[src/rtl/rf68000_nic_pkg.sv]
// Shared ring-packet definitions for the rf68000 NIC, ring switch and CPU side.
// The packet fields and constants here are used by the NIC whether or not RF68000_NIC_BCAST_EN is defined.
package rf68000_nic_pkg;

    localparam int         ID_W     = 4;
    localparam logic [3:0] AGE_MAX  = 4'd15;
    localparam logic [3:0] BCAST_ID = 4'hF;

    typedef enum logic [3:0] {
        PT_NOP   = 4'd0,
        PT_WR    = 4'd1,
        PT_RD    = 4'd2,
        PT_RDACK = 4'd3
    } pkt_type_e;

    // Type is kept as raw bits: unknown codes must travel as NOP, not be coerced.
    typedef struct packed {
        logic [3:0]      ptype;
        logic [3:0]      age;
        logic [ID_W-1:0] did;
        logic [ID_W-1:0] sid;
        logic [3:0]      sel;
        logic [31:0]     adr;
        logic [31:0]     dat;
    } pkt_t;

    typedef enum logic [1:0] {
        ST_IDLE = 2'd0,
        ST_WB   = 2'd1,
        ST_RESP = 2'd2
    } nic_state_e;

    function automatic logic pkt_is_live(input logic [3:0] ptype);
        return (ptype == PT_WR) || (ptype == PT_RD) || (ptype == PT_RDACK);
    endfunction

    function automatic logic [3:0] pkt_age_next(input logic [3:0] age);
        return age + 4'd1;
    endfunction

endpackage

[src/rtl/rf68000_nic_slot_mux.sv]
// Outgoing slot selection: forwarded packet, then held read reply, then local tx.
module rf68000_nic_slot_mux
    import rf68000_nic_pkg::*;
(
    input  logic fwd_valid,
    input  pkt_t fwd_pkt,
    input  logic resp_valid,
    input  pkt_t resp_pkt,
    input  logic tx_valid,
    input  pkt_t tx_pkt,
    output pkt_t slot_pkt,
    output logic resp_take,
    output logic tx_take
);

    // Fixed-priority fill of the outgoing slot, aging anything that passes through
    always_comb begin
        slot_pkt  = '0;
        resp_take = 1'b0;
        tx_take   = 1'b0;
        if (fwd_valid) begin
            slot_pkt     = fwd_pkt;
            slot_pkt.age = pkt_age_next(fwd_pkt.age);
        end else if (resp_valid) begin
            slot_pkt  = resp_pkt;
            resp_take = 1'b1;
        end else if (tx_valid) begin
            slot_pkt = tx_pkt;
            tx_take  = 1'b1;
        end else begin
            slot_pkt = '0;
        end
    end

endmodule

[src/rtl/rf68000_nic_ring.sv]
// Ring NIC for one rf68000 node: consumes/forwards ring slots and masters the node arbiter.
// Optional broadcast writes are enabled with `define RF68000_NIC_BCAST_EN.
module rf68000_nic_ring
    import rf68000_nic_pkg::*;
(
    input  logic            clk_i,
    input  logic            rst_ni,
    input  logic [ID_W-1:0] id,
    input  logic [83:0]     pkt_i,
    output logic [83:0]     pkt_o,
    output logic            nic_cyc,
    output logic            nic_stb,
    output logic            nic_we,
    output logic [3:0]      nic_sel,
    output logic [31:0]     nic_adr,
    output logic [31:0]     nic_dato,
    input  logic            nic_ack,
    input  logic [31:0]     nic_dati,
    input  logic            tx_req,
    input  logic [3:0]      tx_type,
    input  logic [ID_W-1:0] tx_did,
    input  logic [3:0]      tx_sel,
    input  logic [31:0]     tx_adr,
    input  logic [31:0]     tx_dat,
    output logic            tx_ack,
    output logic            rx_valid,
    output logic [ID_W-1:0] rx_sid,
    output logic [31:0]     rx_dat,
    output logic [15:0]     drop_cnt
);

    nic_state_e      state_r, state_s;
    pkt_t            in_s, resp_pkt_s, tx_pkt_s, slot_s, pkt_r;
    logic            busy_s, for_me_s, bcast_s, bcast_home_s;
    logic            rx_hit_s, capture_s, fwd_s, drop_s;
    logic            resp_valid_s, resp_take_s, tx_ok_s, tx_take_s;
    logic            cyc_s, we_s;
    logic            req_wr_r;
    logic [ID_W-1:0] req_sid_r;
    logic [31:0]     req_adr_r, resp_dat_r;
    logic            nic_cyc_r, nic_we_r, tx_ack_r, rx_valid_r;
    logic [3:0]      nic_sel_r;
    logic [31:0]     nic_adr_r, nic_dato_r, rx_dat_r;
    logic [ID_W-1:0] rx_sid_r;
    logic [15:0]     drop_cnt_r;

    assign in_s     = pkt_t'(pkt_i);
    assign busy_s   = (state_r != ST_IDLE);
    assign for_me_s = (in_s.did == id);

`ifdef RF68000_NIC_BCAST_EN
    assign bcast_s      = (in_s.ptype == PT_WR) && (in_s.did == BCAST_ID) && (in_s.sid != id);
    assign bcast_home_s = (in_s.ptype == PT_WR) && (in_s.did == BCAST_ID) && (in_s.sid == id);
`else
    assign bcast_s      = 1'b0;
    assign bcast_home_s = 1'b0;
`endif

    // Classify the incoming slot; "still busy" on the return-to-idle edge falls out of using state_r
    always_comb begin
        rx_hit_s  = 1'b0;
        capture_s = 1'b0;
        fwd_s     = 1'b0;
        drop_s    = 1'b0;
        if (!pkt_is_live(in_s.ptype)) begin
            fwd_s = 1'b0;
        end else if (for_me_s && (in_s.ptype == PT_RDACK)) begin
            rx_hit_s = 1'b1;
        end else if (for_me_s) begin
            capture_s = !busy_s;
            fwd_s     = busy_s;
        end else if (bcast_home_s) begin
            fwd_s = 1'b0;
        end else begin
            capture_s = bcast_s && !busy_s;
            if (in_s.age == AGE_MAX) begin
                drop_s = 1'b1;
            end else begin
                fwd_s = 1'b1;
            end
        end
    end

    assign resp_valid_s = (state_r == ST_RESP);
    // Requester drops tx_req only after seeing tx_ack, so skip the edge where the ack is visible
    assign tx_ok_s      = tx_req && !tx_ack_r;

    assign resp_pkt_s = '{ptype: PT_RDACK, age: 4'd0, did: req_sid_r, sid: id,
                          sel: nic_sel_r, adr: req_adr_r, dat: resp_dat_r};
    assign tx_pkt_s   = '{ptype: tx_type, age: 4'd0, did: tx_did, sid: id,
                          sel: tx_sel, adr: tx_adr, dat: tx_dat};

    rf68000_nic_slot_mux u_slot_mux (
        .fwd_valid  (fwd_s),
        .fwd_pkt    (in_s),
        .resp_valid (resp_valid_s),
        .resp_pkt   (resp_pkt_s),
        .tx_valid   (tx_ok_s),
        .tx_pkt     (tx_pkt_s),
        .slot_pkt   (slot_s),
        .resp_take  (resp_take_s),
        .tx_take    (tx_take_s)
    );

    // FSM state register
    always_ff @(posedge clk_i) begin
        if (!rst_ni) begin
            state_r <= ST_IDLE;
        end else begin
            state_r <= state_s;
        end
    end

    // FSM next-state logic
    always_comb begin
        state_s = state_r;
        case (state_r)
            ST_IDLE: begin
                if (capture_s) state_s = ST_WB;
                else           state_s = ST_IDLE;
            end
            ST_WB: begin
                if (nic_ack) state_s = req_wr_r ? ST_IDLE : ST_RESP;
                else         state_s = ST_WB;
            end
            ST_RESP: begin
                if (resp_take_s) state_s = ST_IDLE;
                else             state_s = ST_RESP;
            end
            default: state_s = ST_IDLE;
        endcase
    end

    // FSM outputs: next values of the registered Wishbone strobes
    always_comb begin
        cyc_s = 1'b0;
        we_s  = 1'b0;
        case (state_r)
            ST_IDLE: begin
                if (capture_s) begin
                    cyc_s = 1'b1;
                    we_s  = (in_s.ptype == PT_WR);
                end else begin
                    cyc_s = 1'b0;
                end
            end
            ST_WB: begin
                if (!nic_ack) begin
                    cyc_s = 1'b1;
                    we_s  = req_wr_r;
                end else begin
                    cyc_s = 1'b0;
                end
            end
            default: cyc_s = 1'b0;
        endcase
    end

    // Request capture, Wishbone address/data and read-data latch
    always_ff @(posedge clk_i) begin
        if (!rst_ni) begin
            nic_cyc_r  <= 1'b0;
            nic_we_r   <= 1'b0;
            nic_sel_r  <= 4'd0;
            nic_adr_r  <= 32'd0;
            nic_dato_r <= 32'd0;
            req_wr_r   <= 1'b0;
            req_sid_r  <= '0;
            req_adr_r  <= 32'd0;
            resp_dat_r <= 32'd0;
        end else begin
            nic_cyc_r <= cyc_s;
            nic_we_r  <= we_s;
            if (capture_s) begin
                req_wr_r   <= (in_s.ptype == PT_WR);
                req_sid_r  <= in_s.sid;
                req_adr_r  <= in_s.adr;
                nic_sel_r  <= in_s.sel;
                nic_adr_r  <= {8'hFF, id, in_s.adr[19:0]};
                nic_dato_r <= in_s.dat;
            end
            if ((state_r == ST_WB) && nic_ack) begin
                resp_dat_r <= nic_dati;
            end
        end
    end

    // Ring-side registered outputs: slot, handshakes, reply delivery and drop counter
    always_ff @(posedge clk_i) begin
        if (!rst_ni) begin
            pkt_r      <= '0;
            tx_ack_r   <= 1'b0;
            rx_valid_r <= 1'b0;
            rx_sid_r   <= '0;
            rx_dat_r   <= 32'd0;
            drop_cnt_r <= 16'd0;
        end else begin
            pkt_r      <= slot_s;
            tx_ack_r   <= tx_take_s;
            rx_valid_r <= rx_hit_s;
            if (rx_hit_s) begin
                rx_sid_r <= in_s.sid;
                rx_dat_r <= in_s.dat;
            end
            if (drop_s && (drop_cnt_r != 16'hFFFF)) begin
                drop_cnt_r <= drop_cnt_r + 16'd1;
            end
        end
    end

    assign pkt_o    = pkt_r;
    assign nic_cyc  = nic_cyc_r;
    assign nic_stb  = nic_cyc_r;
    assign nic_we   = nic_we_r;
    assign nic_sel  = nic_sel_r;
    assign nic_adr  = nic_adr_r;
    assign nic_dato = nic_dato_r;
    assign tx_ack   = tx_ack_r;
    assign rx_valid = rx_valid_r;
    assign rx_sid   = rx_sid_r;
    assign rx_dat   = rx_dat_r;
    assign drop_cnt = drop_cnt_r;

endmodule

[config.mk]
export PLATFORM = sky130hd
export DESIGN_NAME = rf68000_nic_ring
export DESIGN_NICKNAME = d
export VERILOG_FILES = /design/src/rtl/rf68000_nic_pkg.sv /design/src/rtl/rf68000_nic_slot_mux.sv /design/src/rtl/rf68000_nic_ring.sv
export SDC_FILE = /design/constraint.sdc
export NUM_CORES = 1
export LEC_CHECK = 0
export BUFFER_PORTS_ARGS = -buffer_cell sky130_fd_sc_hd__buf_4
export CORE_MARGIN = 5
export CORE_UTILIZATION = 30
export DETAILED_ROUTE_END_ITERATION = 10
export GPL_TIMING_DRIVEN = 1
export PLACE_DENSITY = 0.64
export SLEW_MARGIN = 5
export SYNTH_ARGS = -nofsm -noshare
export SYNTH_HDL_FRONTEND = slang
export SYNTH_HIERARCHICAL = 1
export SYNTH_SLANG_ARGS = --single-unit
[constraint.sdc]
create_clock -name clk_i -period 2.2 [get_ports clk_i]
set_clock_uncertainty 0.05 [all_clocks]
set_input_delay 0.44 -clock clk_i [delete_from_list [all_inputs] [get_ports clk_i]]
set_output_delay 0.44 -clock clk_i [all_outputs]
set_load 0.05 [all_outputs]
==> out/metrics.yaml, run 1 <==
power:
  p_int_w: 0.00833
  power.net_switching_w: 0.00280
  ir_drop_mv: 0.580
  power_frac_clock_pct: 44.8
  comb_power_share_pct: 12.8
  switching_share_pct: 25.2
  p_leak_nw: 6.06
  power_density_nw_per_um2: 752
  seq_power_share_pct: 42.4
critical_path:
  path_cells: "nand4_1, or4_1, nand3_2, buf_4, xor2_1, nor2_1"
  crit_start: "drop_cnt[13]$_SDFFE_PN0P_"
  rr_worst_depth: 6
  critPathMaxStageDelay_ns: 0.54
  ff2ff_setup_slack_ns: 0.29
  rr_startpoint: "drop_cnt[13]$_SDFFE_PN0P_"
  startpoint_type: "flop"
  worstPathRequired_ns: 2.57
  worstPathArrival_ns: 2.28
  path_class: "flop to flop"
  cp_max_fo: 17
  crit_path_end_kind: "flop"
  slowest_stage: "or4_1"
grt:
  grt_pass1_vias: 10259
  grt.overflow.total: 0
  grt_max_degree: 69
  grt_pass1_wl_um: 58500
  antenna_found_initial: 0
  grt_use_total_pct: 18.9
place:
  gp_congestion: 0.839
  portBuffers: 408
  pre_cts_ws_ns: -0.121
  placed_cell_area_um2: 13800
  dp_cells: 2062
  dp_hpwl_um: 27100
routing:
  dr_wl_met3_um: 3600
  postRouteAntennaNets: 0
  routed_wirelength_um: 38200
  routed.top_layer: "met4"
  route.met2.wl_um: 18200
  drc: 0
  wl_met1_um: 15400
  dr_total_vias: 10227
  drt-pass1-iter-count: 6
  routed_via_density: 4.84
  drtIter0Drc: 464
  wire_per_inst_um: 18.1
clock_tree:
  h-tree-depth: 1
  cts.repair.resized: 0
  ctsHoldBuffers: 0
  cts_max_path_buffers: 3
  numCtsBuffers: 29
  clock_latency_ns: 0.54
  clock_sinks: 252
  cts_root_buffer: "clkbuf_16"
  cts.clk_slew.worst_paths_ns: 0.06
  cts_tree: "yes"
  post_cts.repair.setup_buffers: 0
floorplanning:
  io_pins: 409
  rows: 67
  die_x_um: 195
  start_util_pct: 30.5
  coreArea_um2: 33600
  dieArea_um2: 38000
  die_h_um: 195
yosys:
  synth_largest_area_cell: "dfxtp_1"
  synth_top_area_share_pct: 49.2
  seq_area_frac_synth_pct: 49.2
  async_flop_share_pct: 0
  synth-edff-count: 0
  synthesis.area_um2: 10300
  synth_cell_types: 41
  synth_ff_type: "dfxtp_1"
  synthCells: 1273
  synth_area_leaders: "dfxtp_1 49%, nand2_1 14%, a21oi_1 7.9%"
  yosys_warnings: 6
  avgSynthCellArea_um2: 8.05
  synth-seq-cells: 252
min_path:
  min_path_type: "primary input to flop"
  whs_path_depth: 3
  hp-start: "nic_dati[9]"
timing:
  setup_viol: 0
  timing.final.ws_setup_ns: 0.289
  rsz0062_at_grt: "no"
  slew_violations: 0
  fmax_mhz: 523
  min_period_ns: 1.91
  whs_ns: 0.0906
  hold_viol_final: 0
  finalCritPeriodShare_pct: 86.9
cells_and_area:
  n_antenna_cell: 0
  area_growth_pct: 44.3
  nNetsFinal: 1847
  layout-drive-gt1-share_pct: 31.2
  instances_no_fill: 2114
  final_cell_mix: "442 x buf_4, 378 x nand2_1, 252 x dfxtp_1"
  fillers: 3337
  layout_commonest_cell: "buf_4"
  fin_area_um2: 14800
job:
  drv_cap: 0
run_status:
  outcome: "finished clean"
[cell usage after synthesis, drive strengths merged, types with 5 or more instances]
library cell / number
buf: 70
or3: 8
nand4: 10
or4: 5
nand2: 378
and2: 85
a22oi: 80
o21ai: 91
a21oi: 162
clkbuf: 56
nor2: 15
nand3: 10
a221oi: 5
dfxtp: 252
inv: 5
nor2b: 6
xnor2: 5
[power groups by stage]
stage | Sequential (W) | Clock, W | Combinational, W
6_report | 0.00471 | 0.00499 | 0.00143
5_1_grt | 0.00472 | 0.00529 | 0.00152
4_1_cts | 0.00471 | 0.00511 | 0.00144
3_5_place_dp | 0.00481 | 0 | 0.00144
3_3_place_gp | 0.00481 | 0 | 0.00142
2_1_floorplan | 0.00515 | 0 | 0.000423
[worst paths after layout]
check,to
setup / recovery,drop_cnt[0]$_SDFFE_PN0P_
hold / removal,resp_dat_r[9]$_SDFFE_PN0P_
setup reg to reg,drop_cnt[0]$_SDFFE_PN0P_
hold reg to reg,req_adr_r[22]$_SDFFE_PN0P_
[sequential cells by signal, indices dropped and copies added, names as in the netlist, 2 cells and up]
signal,flops
pkt_o,84
rx_dat,32
req_sid_r,4
nic_dato,32
nic_adr,5
drop_cnt,16
rx_sid,4
req_adr_r,32
resp_dat_r,32
state_r,2
nic_sel,4
[per-layer routing]
layer,vias up,global-route usage (%)
met2,415,33.0
met3,54,5.90
met5,-,0
met4,0,5.02
li1,4972,-
met1,4786,22.5
[final cells by class]
type                    count  area [um2]  share of cell area, %
inverters                   5        23.8                  0.161
flip-flops and latches    252        5040                   34.1
repair buffers            457        3620                   24.5
multi-input cells         900        4570                   30.9
well taps                 448         561                   3.79
clock inverters             7         135                  0.913
clock buffers              45         846                   5.72
[worst max-delay path: cells and delay by family, from the launching register on]
kind	cells	cell delay, ns
simple gates	4	0.96
flops	1	0.46
buf+inv	1	0.18
xor+xnor	1	0.14
[cells by family after synthesis]
logic type,count (synthesis),synth area share (%)
other,2,0.0732
muxes,2,0.195
DFF,252,49.2
adders and majority gates,2,0.244
and+or+nand+nor,535,23.5
buffers and inverters,131,6.97
xor gates and xnor gates,7,0.891
AOI/OAI and AO/OA,342,19.0
[through the flow]
step / power (W) / TNS [ns] / utilization, %
floorplan: 0.00558 / 0 / -
global route: 0.0115 / 0 / 44.0
finish: 0.0111 / 0 / 44.0
detailed placement: 0.00625 / -5.52 / 41.1
global placement: 0.00624 / -5.70 / 41.1
CTS: 0.0113 / 0 / 44.0
No activity file was read; power rests on OpenSTA's default activity.
==> inputs of run 2 (changes only) <==
- CORE_UTILIZATION: 30 -> 44
- PLACE_DENSITY: 0.64 -> 0.85
==> run 2 against run 1 <==
Count of clock-buffer cells in the layout is 11 lower. Sequential power hardly changed. Largest cell class unchanged. Die area is 30% lower. Power is 0.26% higher. Global-route usage is 6.8 points higher. Sequential share of layout area is 0.65 points higher. Clock power is 0.8% higher. Largest power group unchanged. Core utilization is 20 points higher. Register-to-register slack worse by 0.09 ns. Setup slack worse by 0.090 ns.
==> out/metrics.yaml, run 2 (synthesis results as in run 1) <==
run_status:
  outcome: "finished clean"
cells_and_area:
  layout-drive-gt1-share_pct: 30.8
  nNetsFinal: 1833
  fillers: 1834
  final_cell_mix: "431 x buf_4, 378 x nand2_1, 252 x dfxtp_1"
  n_antenna_cell: 0
  area_growth_pct: 41.6
  largest_reg_flops: 84
  layout_commonest_cell: "buf_4"
clock_tree:
  cts_max_path_buffers: 3
  clock_latency_ns: 0.53
  cts_root_buffer: "clkbuf_16"
  cts_tree: "yes"
  clock_sinks: 252
  post_cts.repair.setup_buffers: 0
  numCtsBuffers: 27
  cts.clk_slew.worst_paths_ns: 0.06
  h-tree-depth: 1
floorplanning:
  io_pins: 409
  start_util_pct: 45.0
  dieArea_um2: 26500
  rows: 55
  die_x_um: 163
  coreArea_um2: 22800
  die_h_um: 163
timing:
  whs_ns: 0.103
  min_period_ns: 2.00
  rsz0062_at_grt: "no"
  relSlewSlack_pct: 49.4
  setup_viol: 0
  tightest_slew_ns: 0.759
  finalCritPeriodShare_pct: 90.9
  hold_viol_final: 0
  fmax_mhz: 500
  timing.final.ws_setup_ns: 0.199
  slew_violations: 0
  setup_tns_ns: 0
critical_path:
  path_class: "flop to flop"
  ff2ff_setup_slack_ns: 0.20
  cp_num_buf_inv: 0
  worstPathRequired_ns: 2.53
  reg2reg_to: "drop_cnt[3]$_SDFFE_PN0P_"
  worstPathArrival_ns: 2.33
  path_cells: "nand4_1, or4_1, nand3_2, or3_1, a21oi_1"
  rr_startpoint: "drop_cnt[6]$_SDFFE_PN0P_"
  startpoint_type: "flop"
  crit_family: "simple AND/OR/NAND/NOR gates"
  cp_max_fo: 19
  crit_path_end_kind: "flop"
  critPathMaxStageDelay_ns: 0.61
  rr_worst_depth: 5
  slowest_stage: "or4_1"
place:
  portBuffers: 408
  gp_congestion: 0.852
  pre_cts_ws_ns: -0.204
  dp_hpwl_um: 25400
routing:
  drt-pass1-iter-count: 6
  drc: 0
  routed_via_density: 5.32
  wire_per_inst_um: 18.4
  dr_total_vias: 10445
  postRouteAntennaNets: 0
  routed_wirelength_um: 36100
  drtIter0Drc: 1035
grt:
  antenna_found_initial: 0
  grt_pass1_vias: 10516
  grt_max_degree: 65
  grt.overflow.total: 0
  grt_pass1_wl_um: 55300
  grt_use_total_pct: 25.7
min_path:
  hp-start: "nic_dati[7]"
  hold_path_end: "resp_dat_r[7]$_SDFFE_PN0P_"
  min_path_type: "primary input to flop"
  whs_path_depth: 3
power:
  total_power_w: 0.0112
  ir_drop_mv: 0.708
  p_leak_nw: 5.99
  power_density_nw_per_um2: 768
job:
  drv_cap: 0
[run 2: changes by cell type in the layout (fill, tap and decap cells not counted), moves of 2 or more]
cell	change
buf_4	-11
clkbuf_1	-6
clkbuf_16	-2
bufinv_16	+3
buf_12	-2
clkbuf_8	-3
[run 2: layout make-up]
type                            count  area [um2]  share of cell area (%)
Sequential cell                   252        5040                    34.7
Inverter                            5        21.3                   0.147
Clock buffer                       34         732                    5.04
Multi-Input combinational cell    900        4570                    31.5
Tap cell                          313         392                    2.70
Timing Repair Buffer              445        3510                    24.2
Clock inverter                     13         254                    1.75
[run 2: worst max-delay path by stage]
stage | start | endpoint | slack (ns) | cells after the start
after global routing | state_r[1]$_SDFF_PN0_ | pkt_o[51]$_SDFF_PN0_ | 0.02 | 9
after floorplan | drop_cnt[6]$_SDFFE_PN0P_ | drop_cnt[0]$_SDFFE_PN0P_ | 0.01 | 6
final | drop_cnt[6]$_SDFFE_PN0P_ | drop_cnt[3]$_SDFFE_PN0P_ | 0.20 | 5
after CTS | state_r[1]$_SDFF_PN0_ | pkt_o[51]$_SDFF_PN0_ | 0.19 | 8
after detailed placement | id[3] | pkt_o[33]$_SDFF_PN0_ | -0.20 | 10
after global placement | id[3] | pkt_o[50]$_SDFF_PN0_ | -0.13 | 10
[run 2: worst reg2reg max path: cells and delay by family, from the launching register on]
kind,cells,cell delay [ns]
simple gates,4,1.33
flops,1,0.41
compound gates,1,0.08
[run 2: per-stage QoR]
stage          area, um2  instances  utilization (%)
6_report           14500       1962             63.7
5_1_grt            14500       1962             63.7
4_1_cts            14500       1962             63.7
3_5_place_dp       13500       1915             59.4
3_3_place_gp       13500       1915             59.4
2_1_floorplan      10300       1283                -
[run 2: what timing repair did]
action,4_1_cts,5_1_grt
hold buffers,0,0
endpoints found under the setup margin,0,45
resized for setup,0,2
[run 2: where the power goes]
group,switching [W],internal (W),leakage [nW]
registers,0.0000418,0.00467,2.04
logic,0.000853,0.000563,3.46
clock network,0.00186,0.00317,0.479
total,0.00275,0.00841,5.99
[run 2: per-layer routing]
metal / share of wire [%] / vias up / GRT usage [%]
li1: - / 4949 / -
met1: 36 / 4858 / 28.7
met2: 50 / 544 / 45.9
met3: 10 / 94 / 7.72
met4: 4.0 / 0 / 9.72
met5: 0 / - / 0
==> inputs of run 3 (changes only) <==
- CORE_MARGIN: 5 -> 3
==> run 3 against run 2 <==
Non-clock buffer count up 6. Combinational power barely moved. Register-to-register slack barely moved. Power decreased by 0.44%. Sequential share of layout area down 0.13 points. Via count rose by 0.87%. Core utilization rose by 0.24 points. Flip-flop and latch count unchanged. Global-route usage up 0.27 points. Largest power group unchanged. Highest routed layer unchanged.
==> out/metrics.yaml, run 3 (synthesis results as in run 1) <==
grt:
  antenna_found_initial: 0
  grt_pass1_wl_um: 52600
  grt.overflow.total: 0
  grt_max_degree: 85
  grt_use_total_pct: 25.9
  grt_pass1_vias: 10093
critical_path:
  crit_start: "state_r[0]$_SDFF_PN0_"
  cp_max_fo: 45
  rr_startpoint: "state_r[0]$_SDFF_PN0_"
  worstPathArrival_ns: 2.38
  ff2ff_setup_slack_ns: 0.19
  worstPathRequired_ns: 2.57
  reg2reg_to: "pkt_o[34]$_SDFF_PN0_"
  critPathCapture: "pkt_o[34]$_SDFF_PN0_"
  path_class: "flop to flop"
  rr_worst_depth: 8
  startpoint_type: "flop"
  crit_path_end_kind: "flop"
clock_tree:
  h-tree-depth: 1
  cts_root_buffer: "clkbuf_16"
  cts_tree: "yes"
  cts_max_path_buffers: 3
  clock_sinks: 252
  cts.clk_slew.worst_paths_ns: 0.06
  cts.repair.resized: 0
  numCtsBuffers: 27
  post_cts.repair.setup_buffers: 0
  ctsHoldBuffers: 0
  clock_latency_ns: 0.53
timing:
  hold_viol_final: 0
  rsz0062_at_grt: "no"
  relSlewSlack_pct: 46.2
  min_period_ns: 2.01
  timing.final.ws_setup_ns: 0.195
  slew_violations: 0
  fmax_mhz: 499
  setup_viol: 0
  finalCritPeriodShare_pct: 91.1
  tightest_slew_ns: 0.807
cells_and_area:
  n_antenna_cell: 0
  area_growth_pct: 42.1
  fin_util_pct: 64.0
  largest_reg_flops: 84
  fin_area_um2: 14600
  layout_commonest_cell: "buf_4"
  final_cell_mix: "436 x buf_4, 378 x nand2_1, 252 x dfxtp_1"
  layout-drive-gt1-share_pct: 31.2
  nNetsFinal: 1839
  instances_no_fill: 1970
routing:
  drc: 0
  drt-pass1-iter-count: 5
  postRouteAntennaNets: 0
  routed_via_density: 5.35
  wire_per_inst_um: 17.8
  drtIter0Drc: 897
  dr_total_vias: 10536
  routed_wirelength_um: 35100
floorplanning:
  io_pins: 409
  die_x_um: 159
  dieArea_um2: 25200
  rows: 55
  coreArea_um2: 22800
  die_h_um: 159
  start_util_pct: 45.0
power:
  p_leak_nw: 6.02
  total_power_w: 0.0111
  ir_drop_mv: 0.526
  power_density_nw_per_um2: 762
place:
  placed_cell_area_um2: 13600
  dp_cells: 1921
  portBuffers: 408
  pre_cts_ws_ns: -0.113
  dp_hpwl_um: 23900
  gp_congestion: 0.887
run_status:
  outcome: "finished clean"
min_path:
  min_path_type: "primary input to flop"
  hp-start: "nic_dati[31]"
job:
  drv_cap: 0
-- run 3: cell types whose count changed in the layout (fill, tap and decap cells not counted), moves of 2 or more --
cell      delta
buf_12       +2
buf_4        +5
clkbuf_8     +2
clkinv_2     +4
-- run 3: power breakdown --
group	switching (W)	leakage [nW]	internal (W)	total (W)
Combinational	0.000858	3.49	0.000568	0.00143
Sequential	0.0000397	2.04	0.00467	0.00471
Clock	0.00186	0.485	0.00312	0.00497
Total	0.00275	6.02	0.00836	0.0111
-- run 3: metal layers --
metal	wire length, um	share of wire, %	GRT usage (%)	vias to the layer above
met3	3820	11	7.28	100
met5	0	0	0	-
met1	12700	36	30.4	4909
met4	1250	3.5	9.34	0
met2	17300	49	45.3	562
li1	-	-	-	4965
-- run 3: per-stage QoR --
stage	setup TNS [ns]	hold slack [ns]
after floorplan	0	0.382
after global placement	-5.40	0.389
after detailed placement	-8.99	0.397
after CTS	0	0.0810
after global routing	0	0.0808
final	0	0.106
-- run 3: final cells by class --
class,count,area [um2]
Fill cell,1831,8210
Sequential cell,252,5040
Multi-Input combinational cell,900,4560
Timing Repair Buffer,451,3570
Clock buffer,35,756
Tap cell,313,392
Clock inverter,14,226
Inverter,5,21.3
-- run 3: worst min path at each step --
stage	end	cells after the start
6_report	resp_dat_r[31]$_SDFFE_PN0P_	3
5_1_grt	resp_dat_r[31]$_SDFFE_PN0P_	3
4_1_cts	resp_dat_r[31]$_SDFFE_PN0P_	3
3_5_place_dp	rx_dat[5]$_SDFFE_PN0P_	2
3_3_place_gp	req_adr_r[31]$_SDFFE_PN0P_	2
2_1_floorplan	req_adr_r[20]$_SDFFE_PN0P_	2
-- run 3: worst max-delay path, stage by stage, from the launching register on --
cell	delay, ns
dfxtp_1	0.47
nor2_1	0.12
nor3_1	0.14
a21oi_1	0.08
nor4_2	0.26
buf_4	0.25
buf_12	0.22
o21ai_1	0.11
and2_1	0.16
